--- config.mk ---
export PLATFORM = sky130hd
export DESIGN_NAME = tmem_stream_loader
export DESIGN_NICKNAME = d
export VERILOG_FILES = /design/src/rtl/tmem_stream_loader.sv
export SDC_FILE = /design/constraint.sdc
export NUM_CORES = 1
export LEC_CHECK = 0
export CORE_MARGIN = 2
export CORE_UTILIZATION = 25
export DETAILED_ROUTE_END_ITERATION = 7
export SETUP_SLACK_MARGIN = 0.4
export SLEW_MARGIN = 30
export SYNTH_ARGS = -nofsm -noshare
export SYNTH_HDL_FRONTEND = slang
export SYNTH_SLANG_ARGS = --single-unit
--- constraint.sdc ---
create_clock -name CLK_I -period 8.8 [get_ports CLK_I]
set_input_delay 1.76 -clock CLK_I [delete_from_list [all_inputs] [get_ports CLK_I]]
set_output_delay 1.76 -clock CLK_I [all_outputs]
set_load 0.005 [all_outputs]
--- src/rtl/tmem_stream_loader.sv ---
// Host word stream to interleaved TMEM write port: small FIFO in front, then
// virtual address split into bank select (low bits) and in-bank address (high bits).
`timescale 1ns/1ps
module tmem_stream_loader #(
    parameter int WB_WIDTH   = 32,
    parameter int BANKS      = 4,
    parameter int BANK_BITS  = 2,
    parameter int FIFO_DEPTH = 8,
    parameter int FIFO_AW    = 3
) (
    input  logic                CLK_I,
    input  logic                RST_I,
    input  logic                START_I,
    input  logic [WB_WIDTH-1:0] BASE_I,
    input  logic [WB_WIDTH-1:0] COUNT_I,
    input  logic [WB_WIDTH-1:0] DAT_I,
    input  logic                STB_I,
    output logic                ACK_O,
    output logic [WB_WIDTH-1:0] TMDAT_O,
    output logic [WB_WIDTH-1:0] TMADR_O,
    output logic                TMWE_O,
    output logic [BANKS-1:0]    TMSEL_O,
    output logic                BUSY_O,
    output logic                DONE_O
);

    typedef enum logic [1:0] {S_IDLE, S_LOAD, S_DRAIN, S_DONE} state_t;

    state_t               state_q, state_d;
    logic [WB_WIDTH-1:0]  count_q, accepted_q, wr_vadr_q;
    logic [WB_WIDTH-1:0]  accepted_inc;
    logic [WB_WIDTH-1:0]  fifo_mem [FIFO_DEPTH];
    logic [FIFO_AW:0]     wr_ptr_q, rd_ptr_q;
    logic                 fifo_empty, fifo_full, push, pop;
    logic [WB_WIDTH-1:0]  tmdat_q, tmadr_q;
    logic [BANKS-1:0]     tmsel_q;
    logic                 tmwe_q;

    // Pointers carry one extra wrap bit so full and empty are distinguishable.
    assign fifo_empty   = (wr_ptr_q == rd_ptr_q);
    assign fifo_full    = (wr_ptr_q[FIFO_AW] != rd_ptr_q[FIFO_AW]) &&
                          (wr_ptr_q[FIFO_AW-1:0] == rd_ptr_q[FIFO_AW-1:0]);
    assign pop          = ~fifo_empty;
    assign accepted_inc = accepted_q + WB_WIDTH'(1);

    // A full FIFO still accepts when the head leaves in the same cycle.
    assign ACK_O = STB_I && (state_q == S_LOAD) && (~fifo_full || pop) &&
                   (accepted_q < count_q);
    assign push  = ACK_O;

    always_comb begin
        state_d = state_q;
        case (state_q)
            S_IDLE:  if (START_I) state_d = (COUNT_I != '0) ? S_LOAD : S_DONE;
            S_LOAD:  if (push && (accepted_inc == count_q)) state_d = S_DRAIN;
            S_DRAIN: if (fifo_empty) state_d = S_DONE;
            S_DONE:  state_d = S_IDLE;
            default: state_d = S_IDLE;
        endcase
    end

    always_ff @(posedge CLK_I) begin
        if (push) fifo_mem[wr_ptr_q[FIFO_AW-1:0]] <= DAT_I;
    end

    always_ff @(posedge CLK_I) begin
        if (RST_I) begin
            state_q    <= S_IDLE;
            count_q    <= '0;
            accepted_q <= '0;
            wr_vadr_q  <= '0;
            wr_ptr_q   <= '0;
            rd_ptr_q   <= '0;
            tmdat_q    <= '0;
            tmadr_q    <= '0;
            tmsel_q    <= '0;
            tmwe_q     <= 1'b0;
        end else begin
            state_q <= state_d;
            if (state_q == S_IDLE && START_I) begin
                count_q    <= COUNT_I;
                accepted_q <= '0;
                wr_vadr_q  <= BASE_I;
            end
            if (push) begin
                wr_ptr_q   <= wr_ptr_q + (FIFO_AW+1)'(1);
                accepted_q <= accepted_inc;
            end
            if (pop) begin
                rd_ptr_q  <= rd_ptr_q + (FIFO_AW+1)'(1);
                tmdat_q   <= fifo_mem[rd_ptr_q[FIFO_AW-1:0]];
                tmadr_q   <= wr_vadr_q >> BANK_BITS;
                tmsel_q   <= BANKS'(wr_vadr_q[BANK_BITS-1:0]);
                wr_vadr_q <= wr_vadr_q + WB_WIDTH'(1);
                tmwe_q    <= 1'b1;
            end else begin
                tmwe_q    <= 1'b0;
            end
        end
    end

    assign TMDAT_O = tmdat_q;
    assign TMADR_O = tmadr_q;
    assign TMSEL_O = tmsel_q;
    assign TMWE_O  = tmwe_q;
    assign BUSY_O  = (state_q == S_LOAD) || (state_q == S_DRAIN);
    assign DONE_O  = (state_q == S_DONE);

endmodule

==> impl_metrics.json, run 1 <==
{
  "outcome": "finished, final reports clean",
  "rows": 100,
  "fin_crit_sh_pct": 61.62,
  "drt_iter0_markers": 870,
  "routed-via-count": 13330,
  "drc": 0,
  "ys_seq_area_share_pct": 58.86,
  "cp.arrival_ps": 3660,
  "cts-root-buf": "clkbuf_16",
  "yosys_warnings": 0,
  "layout-drive-gt1-share_pct": 10.94,
  "grt_use_met2_pct": 21.98,
  "p_leak_uw": 0.007453,
  "postCtsHoldBufs": 0,
  "ys.flop_type": "edfxtp_1",
  "gp_congestion": 0.8590,
  "dr.pass1.iters": 7,
  "cts_made_buffers": 48,
  "final_hold_viol_count": 0,
  "post_cts_buffers": 0,
  "grt_pass1_wl_um": 77890,
  "antenna_left": 0,
  "synth_top_area_share_pct": 40.72,
  "ctsResizeCount": 0,
  "synth_area_leaders": "edfxtp_1 (41%), dfxtp_1 (18%), mux4_2 (7.6%), a21oi_1 (3.9%), nand2_1 (3.8%)",
  "area_growth_syn_to_layout_pct": 22.84,
  "tightest_slew_ps": 949.9,
  "n_antenna_cell": 0,
  "cts_tree": "done",
  "core_area_sq_mm": 0.07457,
  "ys_ff_latch": 427,
  "async_flop_share_pct": 0,
  "nFillCells": 7482,
  "clk_latency_ps": 610,
  "cp.required_ps": 7040,
  "routed_wl_um": 50870,
  "cts.sinks": 427,
  "clk_path_buf_depth": 3,
  "top_usage_layer": "met2",
  "synth_area_sq_mm": 0.01888,
  "synth_largest_area_cell": "edfxtp_1",
  "crit_type": "input pin to primary output",
  "viasPerCell": 4.876,
  "dieWidth_um": 278.8,
  "setup_violations": 0,
  "dp_hpwl_um": 32290,
  "crit_path_end_kind": "primary output",
  "yosysMostFrequentCell": "edfxtp_1",
  "grt_max_degree": 94,
  "fmax_mhz": 184.4,
  "power_density_mw_per_mm2": 265.9,
  "synth_edf_count": 256,
  "grt_pass1_vias": 13320,
  "layout.nets": 1867,
  "antenna_found_initial": 6,
  "start_util_pct": 25.31,
  "start_kind": "input pin",
  "drv_slew": 0,
  "globalRouteMet1Util_pct": 16.46,
  "ys_types": 69,
  "worst-path-max-fanout": 43,
  "clock_skew_ps": 44.18,
  "use_met3_pct": 2.786,
  "whs_ps": 448.7,
  "maxCapViolCount": 0,
  "r2r_cells": 12,
  "netlist_instances": 1591,
  "period_needed_ps": 5423,
  "wl_per_cell_um": 18.61,
  "grt_usage_pct": 12.82,
  "htree_levels": 2,
  "synthTopCellsByCount": "edfxtp_1 (256), nand2_1 (190), dfxtp_1 (171), a21oi_1 (148), nor2_1 (101)",
  "syn_avg_cell_area_sq_um": 11.86,
  "rsz0062_at_grt": "false",
  "numPortBuffers": 167,
  "ios": 172,
  "maxSlewHeadroom_pct": 36.67,
  "path_clk_slew_ps": 60,
  "die_area_sq_mm": 0.07772,
  "setup_tns_ps": 0,
  "grt-ovfl-total": 0,
  "die-height_um": 278.8,
  "holdPathStages": 2,
  "hold_path_class": "register to register",
  "irDropWorstVdd_uv": 152.2
}
logic make-up (layout without fill, tap and decap cells):
logic type	after synthesis	after routing	share of synthesized area [%]
AO/OA/AOI/OAI	335	335	10.69
other	1	4	0.01987
adder cells (fa/ha/maj)	41	41	2.718
buffers and inverters	150	320	3.168
multiplexers	99	99	9.498
AND/OR/NAND/NOR	499	499	13.24
XOR/XNOR	39	39	1.809
flip-flops	427	427	58.86
cell type report:
cell class	instances	area, sq um	area share, %
Clock buffer	61	1310	5.649
Multi-Input combinational cell	1017	7228	31.17
Timing Repair Buffer	188	1838	7.926
Clock inverter	27	317.8	1.371
Inverter	44	165.2	0.7122
Tap cell	969	1212	5.228
Sequential cell	427	11120	47.94
cell usage in the layout (no fill, tap or decap), types with 19 or more instances in the layout:
master | netlist | final
and2_1 | 20 | 20
nand4_1 | 29 | 29
clkdlybuf4s50_1 | 0 | 166
nand3_1 | 25 | 25
a211oi_1 | 43 | 43
o21ai_0 | 63 | 63
mux4_2 | 64 | 64
dfxtp_1 | 171 | 168
nor2_1 | 101 | 98
nand2_1 | 190 | 190
inv_1 | 43 | 43
a21oi_1 | 148 | 148
ha_1 | 41 | 41
xnor2_1 | 22 | 22
nor4_1 | 21 | 21
mux2i_1 | 34 | 34
clkbuf_16 | 0 | 48
buf_4 | 7 | 19
edfxtp_1 | 256 | 256
registers in the layout, indices dropped and copies added, names as in the netlist:
signal	cells
fifo_mem	256
TMSEL_O	2
wr_vadr_q	32
TMADR_O	30
accepted_q	32
TMDAT_O	32
rd_ptr_q	4
wr_ptr_q	4
state_q	2
count_q	32
TMWE_O	1
per-stage QoR:
stage	utilization, %	std cells	area [sq um]	total power [uW]	setup slack (ps)
2_1_floorplan	-	1594	18890	3510	2967
3_3_place_gp	28.90	2645	21550	4133	3334
3_5_place_dp	28.91	2645	21560	4177	3398
4_1_cts	31.09	2733	23180	6264	3388
5_1_grt	31.10	2733	23190	6522	3282
6_report	31.10	2733	23190	6165	3377
final timing paths:
kind | slack [ps] | to | start
hold reg to reg | 450 | TMADR_O[18]$_SDFFE_PP0N_ | TMADR_O[18]$_SDFFE_PP0N_
setup / recovery | 3380 | ACK_O | STB_I
hold / removal | 450 | TMADR_O[18]$_SDFFE_PP0N_ | TMADR_O[18]$_SDFFE_PP0N_
setup reg to reg | 4550 | fifo_mem[2][6]$_DFFE_PP_ | accepted_q[22]$_SDFFE_PP0P_
worst max-delay path: stages:
cell             delay (ps)
clkdlybuf4s50_1         470
nand2_1                  60
nor2_1                  100
o211ai_1                 90
or2_1                   240
buf_4                   300
inv_2                   120
clkdlybuf4s50_1         510
where the power goes:
group / total [uW] / internal [uW] / switching (uW)
logic: 1590 / 687 / 907
clock network: 2050 / 1210 / 844
registers: 2520 / 2330 / 187
total: 6170 / 4230 / 1940
per-layer routing:
metal  vias to the layer above  share of wire, %
met5                         -              0.10
met4                         8               1.8
met1                      6605                43
met2                       400                48
li1                       6238                 -
met3                        75               6.4
Power figures use the tool's default switching activity.
==> run 2: changes to the inputs <==
==> constraint.sdc (replaced) <==
create_clock -name CLK_I -period 5.4 [get_ports CLK_I]
set_input_delay 1.08 -clock CLK_I [delete_from_list [all_inputs] [get_ports CLK_I]]
set_output_delay 1.08 -clock CLK_I [all_outputs]
set_load 0.005 [all_outputs]
==> run 2 against run 1 <==
  * Wire length up 0.56%
  * Sequential cell count unchanged
  * Die area unchanged
  * Critical endpoint unchanged
  * Highest routed layer unchanged
==> impl_metrics.json, run 2 (synthesis results as in run 1) <==
{
  "largest_register_ffs": 256,
  "setup_tns_ps": 0,
  "cts_tree": "done",
  "maxSlewHeadroom_pct": 39.09,
  "layout.nets": 1869,
  "dr.pass1.iters": 5,
  "cts_made_buffers": 48,
  "grt_pass1_wl_um": 78340,
  "ctsResizeCount": 0,
  "irDropWorstVdd_uv": 290.7,
  "drt_iter0_markers": 948,
  "ios": 172,
  "die_area_sq_mm": 0.07772,
  "grt_max_degree": 93,
  "layout-drive-gt1-share_pct": 10.64,
  "routed-via-count": 13320,
  "fmax_mhz": 223.0,
  "hold_path_class": "register to register",
  "grt_usage_pct": 12.84,
  "r2r_cells": 10,
  "power_density_mw_per_mm2": 428.6,
  "final_cell_mix": "edfxtp_1 (256), nand2_1 (190), dfxtp_1 (168)",
  "cts.sinks": 427,
  "drc": 0,
  "crit_path_end_kind": "primary output",
  "cp.required_ps": 4320,
  "path_clk_slew_ps": 60,
  "antenna_left": 0,
  "n_antenna_cell": 0,
  "area_growth_syn_to_layout_pct": 22.65,
  "die-height_um": 278.8,
  "p_leak_uw": 0.007410,
  "power_uw": 9923,
  "antenna_found_initial": 6,
  "holdPathStages": 2,
  "postCtsHoldBufs": 0,
  "post_cts_buffers": 0,
  "cts-root-buf": "clkbuf_16",
  "period_needed_ps": 4485,
  "start_kind": "register",
  "tightest_slew_ps": 906.9,
  "cp.arrival_ps": 3410,
  "grt_pass1_vias": 13370,
  "clock_skew_ps": 26.64,
  "outcome": "finished, final reports clean",
  "maxCapViolCount": 0,
  "grt-ovfl-total": 0,
  "final_hold_viol_count": 0,
  "drv_slew": 0,
  "numPortBuffers": 167,
  "start_util_pct": 25.31,
  "worst-path-max-fanout": 15,
  "final_common_cell": "edfxtp_1",
  "dp_hpwl_um": 33120,
  "fin_area_sq_mm": 0.02315,
  "htree_levels": 2,
  "routed_wl_um": 51160,
  "dpl_cell_area_sq_mm": 0.02162,
  "crit_type": "register to primary output",
  "core_area_sq_mm": 0.07457,
  "rsz0062_at_grt": "false",
  "gp_congestion": 0.8859,
  "viasPerCell": 4.869,
  "setup_violations": 0,
  "rows": 100,
  "clk_path_buf_depth": 3,
  "wl_per_cell_um": 18.70,
  "fin_crit_sh_pct": 83.06,
  "clk_latency_ps": 590,
  "dieWidth_um": 278.8
}
==> run 2: cell count changes in the layout (fill, tap and decap cells not counted), moves of 2 or more <==
cell | before | now
clkbuf_1 | 7 | 14
clkinv_2 | 12 | 8
buf_12 | 0 | 3
bufinv_16 | 5 | 2
clkbuf_8 | 6 | 4
clkinv_1 | 2 | 4
clkinvlp_4 | 2 | 4
==> run 2: area by class of cell <==
cell class | instances | area (sq um)
clock buffers | 66 | 1309
clock inverters | 23 | 221.5
fillers | 7500 | 51420
inverters | 44 | 165.2
multi-input cells | 1017 | 7241
flip-flops and latches | 427 | 11120
well taps | 969 | 1212
repair buffers | 190 | 1887
==> run 2: path summary, 6_finish.rpt <==
path | from | endpoint | slack, ps
min | TMADR_O[27]$_SDFFE_PP0N_ | TMADR_O[27]$_SDFFE_PP0N_ | 450
min reg2reg | TMADR_O[27]$_SDFFE_PP0N_ | TMADR_O[27]$_SDFFE_PP0N_ | 450
max reg2reg | accepted_q[0]$_SDFFE_PP0P_ | state_q[1]$_SDFFE_PP0P_ | 1600
max | accepted_q[4]$_SDFFE_PP0P_ | ACK_O | 910
==> run 2: worst max-delay path: stages (launching register included) <==
cell             delay (ps)
dfxtp_1                 650
ha_1                    330
o2111ai_1               190
a21oi_1                  60
o21ai_0                 330
a31oi_1                 180
or2_1                   260
inv_2                   230
clkdlybuf4s50_1         590
==> run 2: stage by stage <==
stage                     worst slack, ps  hold slack, ps  utilization (%)  instances
after floorplan                     31.16           440.6                -       1594
after global placement               1431           443.7            28.98       2647
after detailed placement             1453           445.5            28.99       2647
after CTS                           883.1           452.6            31.05       2736
after global routing                666.5           467.9            31.05       2736
final                               914.9           450.9            31.05       2736
==> run 2: routing by layer <==
layer,wire [um],GRT usage (%),up-vias
li1,-,-,6238
met5,56,0,-
met3,2550,2.234,72
met2,25050,22.15,371
met4,891,3.377,8
met1,22620,16.59,6633
==> run 2: power by group <==
group | internal (uW) | leakage [uW] | switching [uW]
combinational | 1160 | 0.00297 | 1510
sequential | 3800 | 0.00370 | 294
clock | 1810 | 0.000738 | 1360
==> run 3: changes to the inputs <==
==> constraint.sdc (replaced) <==
create_clock -name CLK_I -period 4.5 [get_ports CLK_I]
set_input_delay 0.9 -clock CLK_I [delete_from_list [all_inputs] [get_ports CLK_I]]
set_output_delay 0.9 -clock CLK_I [all_outputs]
set_load 0.005 [all_outputs]
==> run 3 against run 2 <==
  * Clock power rose by 22%
  * Critical path depth rose by 2
  * Worst hold slack got worse by 2.8 ps
  * Combinational power rose by 19%
  * Critical endpoint unchanged
  * Sequential power rose by 20%
  * Wire length fell by 0.34%
  * Register-to-register slack got worse by 730 ps
  * Non-clock buffer count rose by 5
  * Global-route usage barely moved
  * Clock skew fell by 2.9 ps
  * Via count barely moved
  * Final cell count rose by 0.15%
==> impl_metrics.json, run 3 (synthesis results as in run 1) <==
{
  "period_needed_ps": 3939,
  "power_density_mw_per_mm2": 513.1,
  "crit_slowest_cell": "clkdlybuf4s50_1",
  "start_kind": "register",
  "core_area_sq_mm": 0.07457,
  "numPortBuffers": 167,
  "crit_type": "register to primary output",
  "layout.nets": 1873,
  "final_cell_mix": "edfxtp_1 (256), nand2_1 (190), clkdlybuf4s50_1 (166)",
  "dieWidth_um": 278.8,
  "fmax_mhz": 253.9,
  "setup_violations": 0,
  "routed-via-count": 13330,
  "fin_crit_sh_pct": 87.52,
  "cp.required_ps": 3600,
  "maxSlewHeadroom_pct": 35.90,
  "dpl_cell_area_sq_mm": 0.02167,
  "area_growth_syn_to_layout_pct": 23.17,
  "layout-drive-gt1-share_pct": 11.47,
  "whs_ps": 448.1,
  "clock_skew_ps": 23.73,
  "postCtsHoldBufs": 0,
  "maxCapViolCount": 0,
  "outcome": "finished, final reports clean",
  "p_leak_uw": 0.007433,
  "r2r_cells": 9,
  "cp.arrival_ps": 3040,
  "worst-path-max-fanout": 3,
  "start_util_pct": 25.31,
  "routed_wl_um": 50990,
  "cts.sinks": 427,
  "wl_per_cell_um": 18.61,
  "irDropWorstVdd_uv": 389.9,
  "antenna_left": 0,
  "grt_usage_pct": 12.87,
  "final_common_cell": "edfxtp_1",
  "setup_tns_ps": 0,
  "max_stage_delay_ps": 490,
  "crit_path_end_kind": "primary output",
  "grt_pass1_wl_um": 78730,
  "cts-root-buf": "clkbuf_16",
  "gp_congestion": 0.8497,
  "fin_area_sq_mm": 0.02325,
  "htree_levels": 2,
  "cts_tree": "done",
  "nFillCells": 7473,
  "tightest_slew_ps": 961.5,
  "dr.pass1.iters": 5,
  "path_clk_slew_ps": 60,
  "cts_made_buffers": 47,
  "grt-ovfl-total": 0,
  "holdPathStages": 2,
  "clk_latency_ps": 600,
  "rows": 100,
  "viasPerCell": 4.866,
  "rsz0062_at_grt": "false",
  "grt_pass1_vias": 13400,
  "dp_hpwl_um": 33100,
  "antenna_found_initial": 5,
  "drt_iter0_markers": 1081,
  "clk_path_buf_depth": 3,
  "die-height_um": 278.8,
  "hold_path_class": "register to register",
  "final_hold_viol_count": 0,
  "cp_cell_sequence": "inv_1 > ha_1 > nor2b_1 > o31ai_1 > a21oi_1 > o21ai_2 > a31oi_1 > or2_1 > inv_4 > clkdlybuf4s50_1",
  "power_uw": 11930,
  "drv_slew": 0,
  "drc": 0,
  "ios": 172,
  "die_area_sq_mm": 0.07772,
  "largest_register_ffs": 256,
  "grt_max_degree": 116
}
[run 3: repair_timing]
action,4_1_cts,5_1_grt
buffers inserted,1,0
setup endpoints to repair,1,1
pin swaps,1,1
resized for setup,7,4
gates cloned,0,0
[run 3: where the power goes]
group | total [uW] | leakage [uW] | switching, uW | internal (uW)
Sequential | 4900 | 0.00371 | 346 | 4550
Clock | 3860 | 0.000731 | 1660 | 2200
Combinational | 3170 | 0.00300 | 1790 | 1380
Total | 11900 | 0.00743 | 3800 | 8140
[run 3: final cells by class]
class                      count  area [sq um]  area share [%]
sequential                   427         11120           47.85
timing repair buffer         195          1908           8.207
clock buffer                  59          1272           5.473
multi-input combinational   1017          7282           31.32
antenna                        1         2.502         0.01076
inverter                      44         167.7          0.7211
clock inverter                28         280.3           1.205
tap                          969          1212           5.215
[run 3: final timing paths]
| path | startpoint | endpoint | slack [ps] |
|---|---|---|---|
| setup / recovery | count_q[1]$_SDFFE_PP0P_ | ACK_O | 560 |
| hold / removal | TMADR_O[21]$_SDFFE_PP0N_ | TMADR_O[21]$_SDFFE_PP0N_ | 450 |
| setup reg to reg | accepted_q[3]$_SDFFE_PP0P_ | state_q[1]$_SDFFE_PP0P_ | 870 |
| hold reg to reg | TMADR_O[21]$_SDFFE_PP0N_ | TMADR_O[21]$_SDFFE_PP0N_ | 450 |
[run 3: metrics by stage]
step | utilization [%] | std cells | worst slack (ps)
finish | 31.18 | 2740 | 561.5
floorplan | - | 1594 | 210.1
detailed placement | 29.06 | 2651 | 757.1
CTS | 31.16 | 2739 | 453.7
global route | 31.18 | 2740 | 416.1
global placement | 29.05 | 2651 | 687.7
[run 3: worst max-delay path: cells and delay by family, from the launching register on]
kind,cells,cell delay (ps)
buffers and inverters,3,640
AO/OA/AOI/OAI,4,730
flip-flops,1,370
adder cells (fa/ha/maj),1,280
AND/OR/NAND/NOR,2,420
[run 3: metal layers]
metal	up-vias	wire length (um)	GRT usage [%]
met5	-	46	0
met4	6	1198	3.681
met3	85	2548	2.694
met2	320	24560	21.70
met1	6672	22630	16.63
li1	6251	-	-
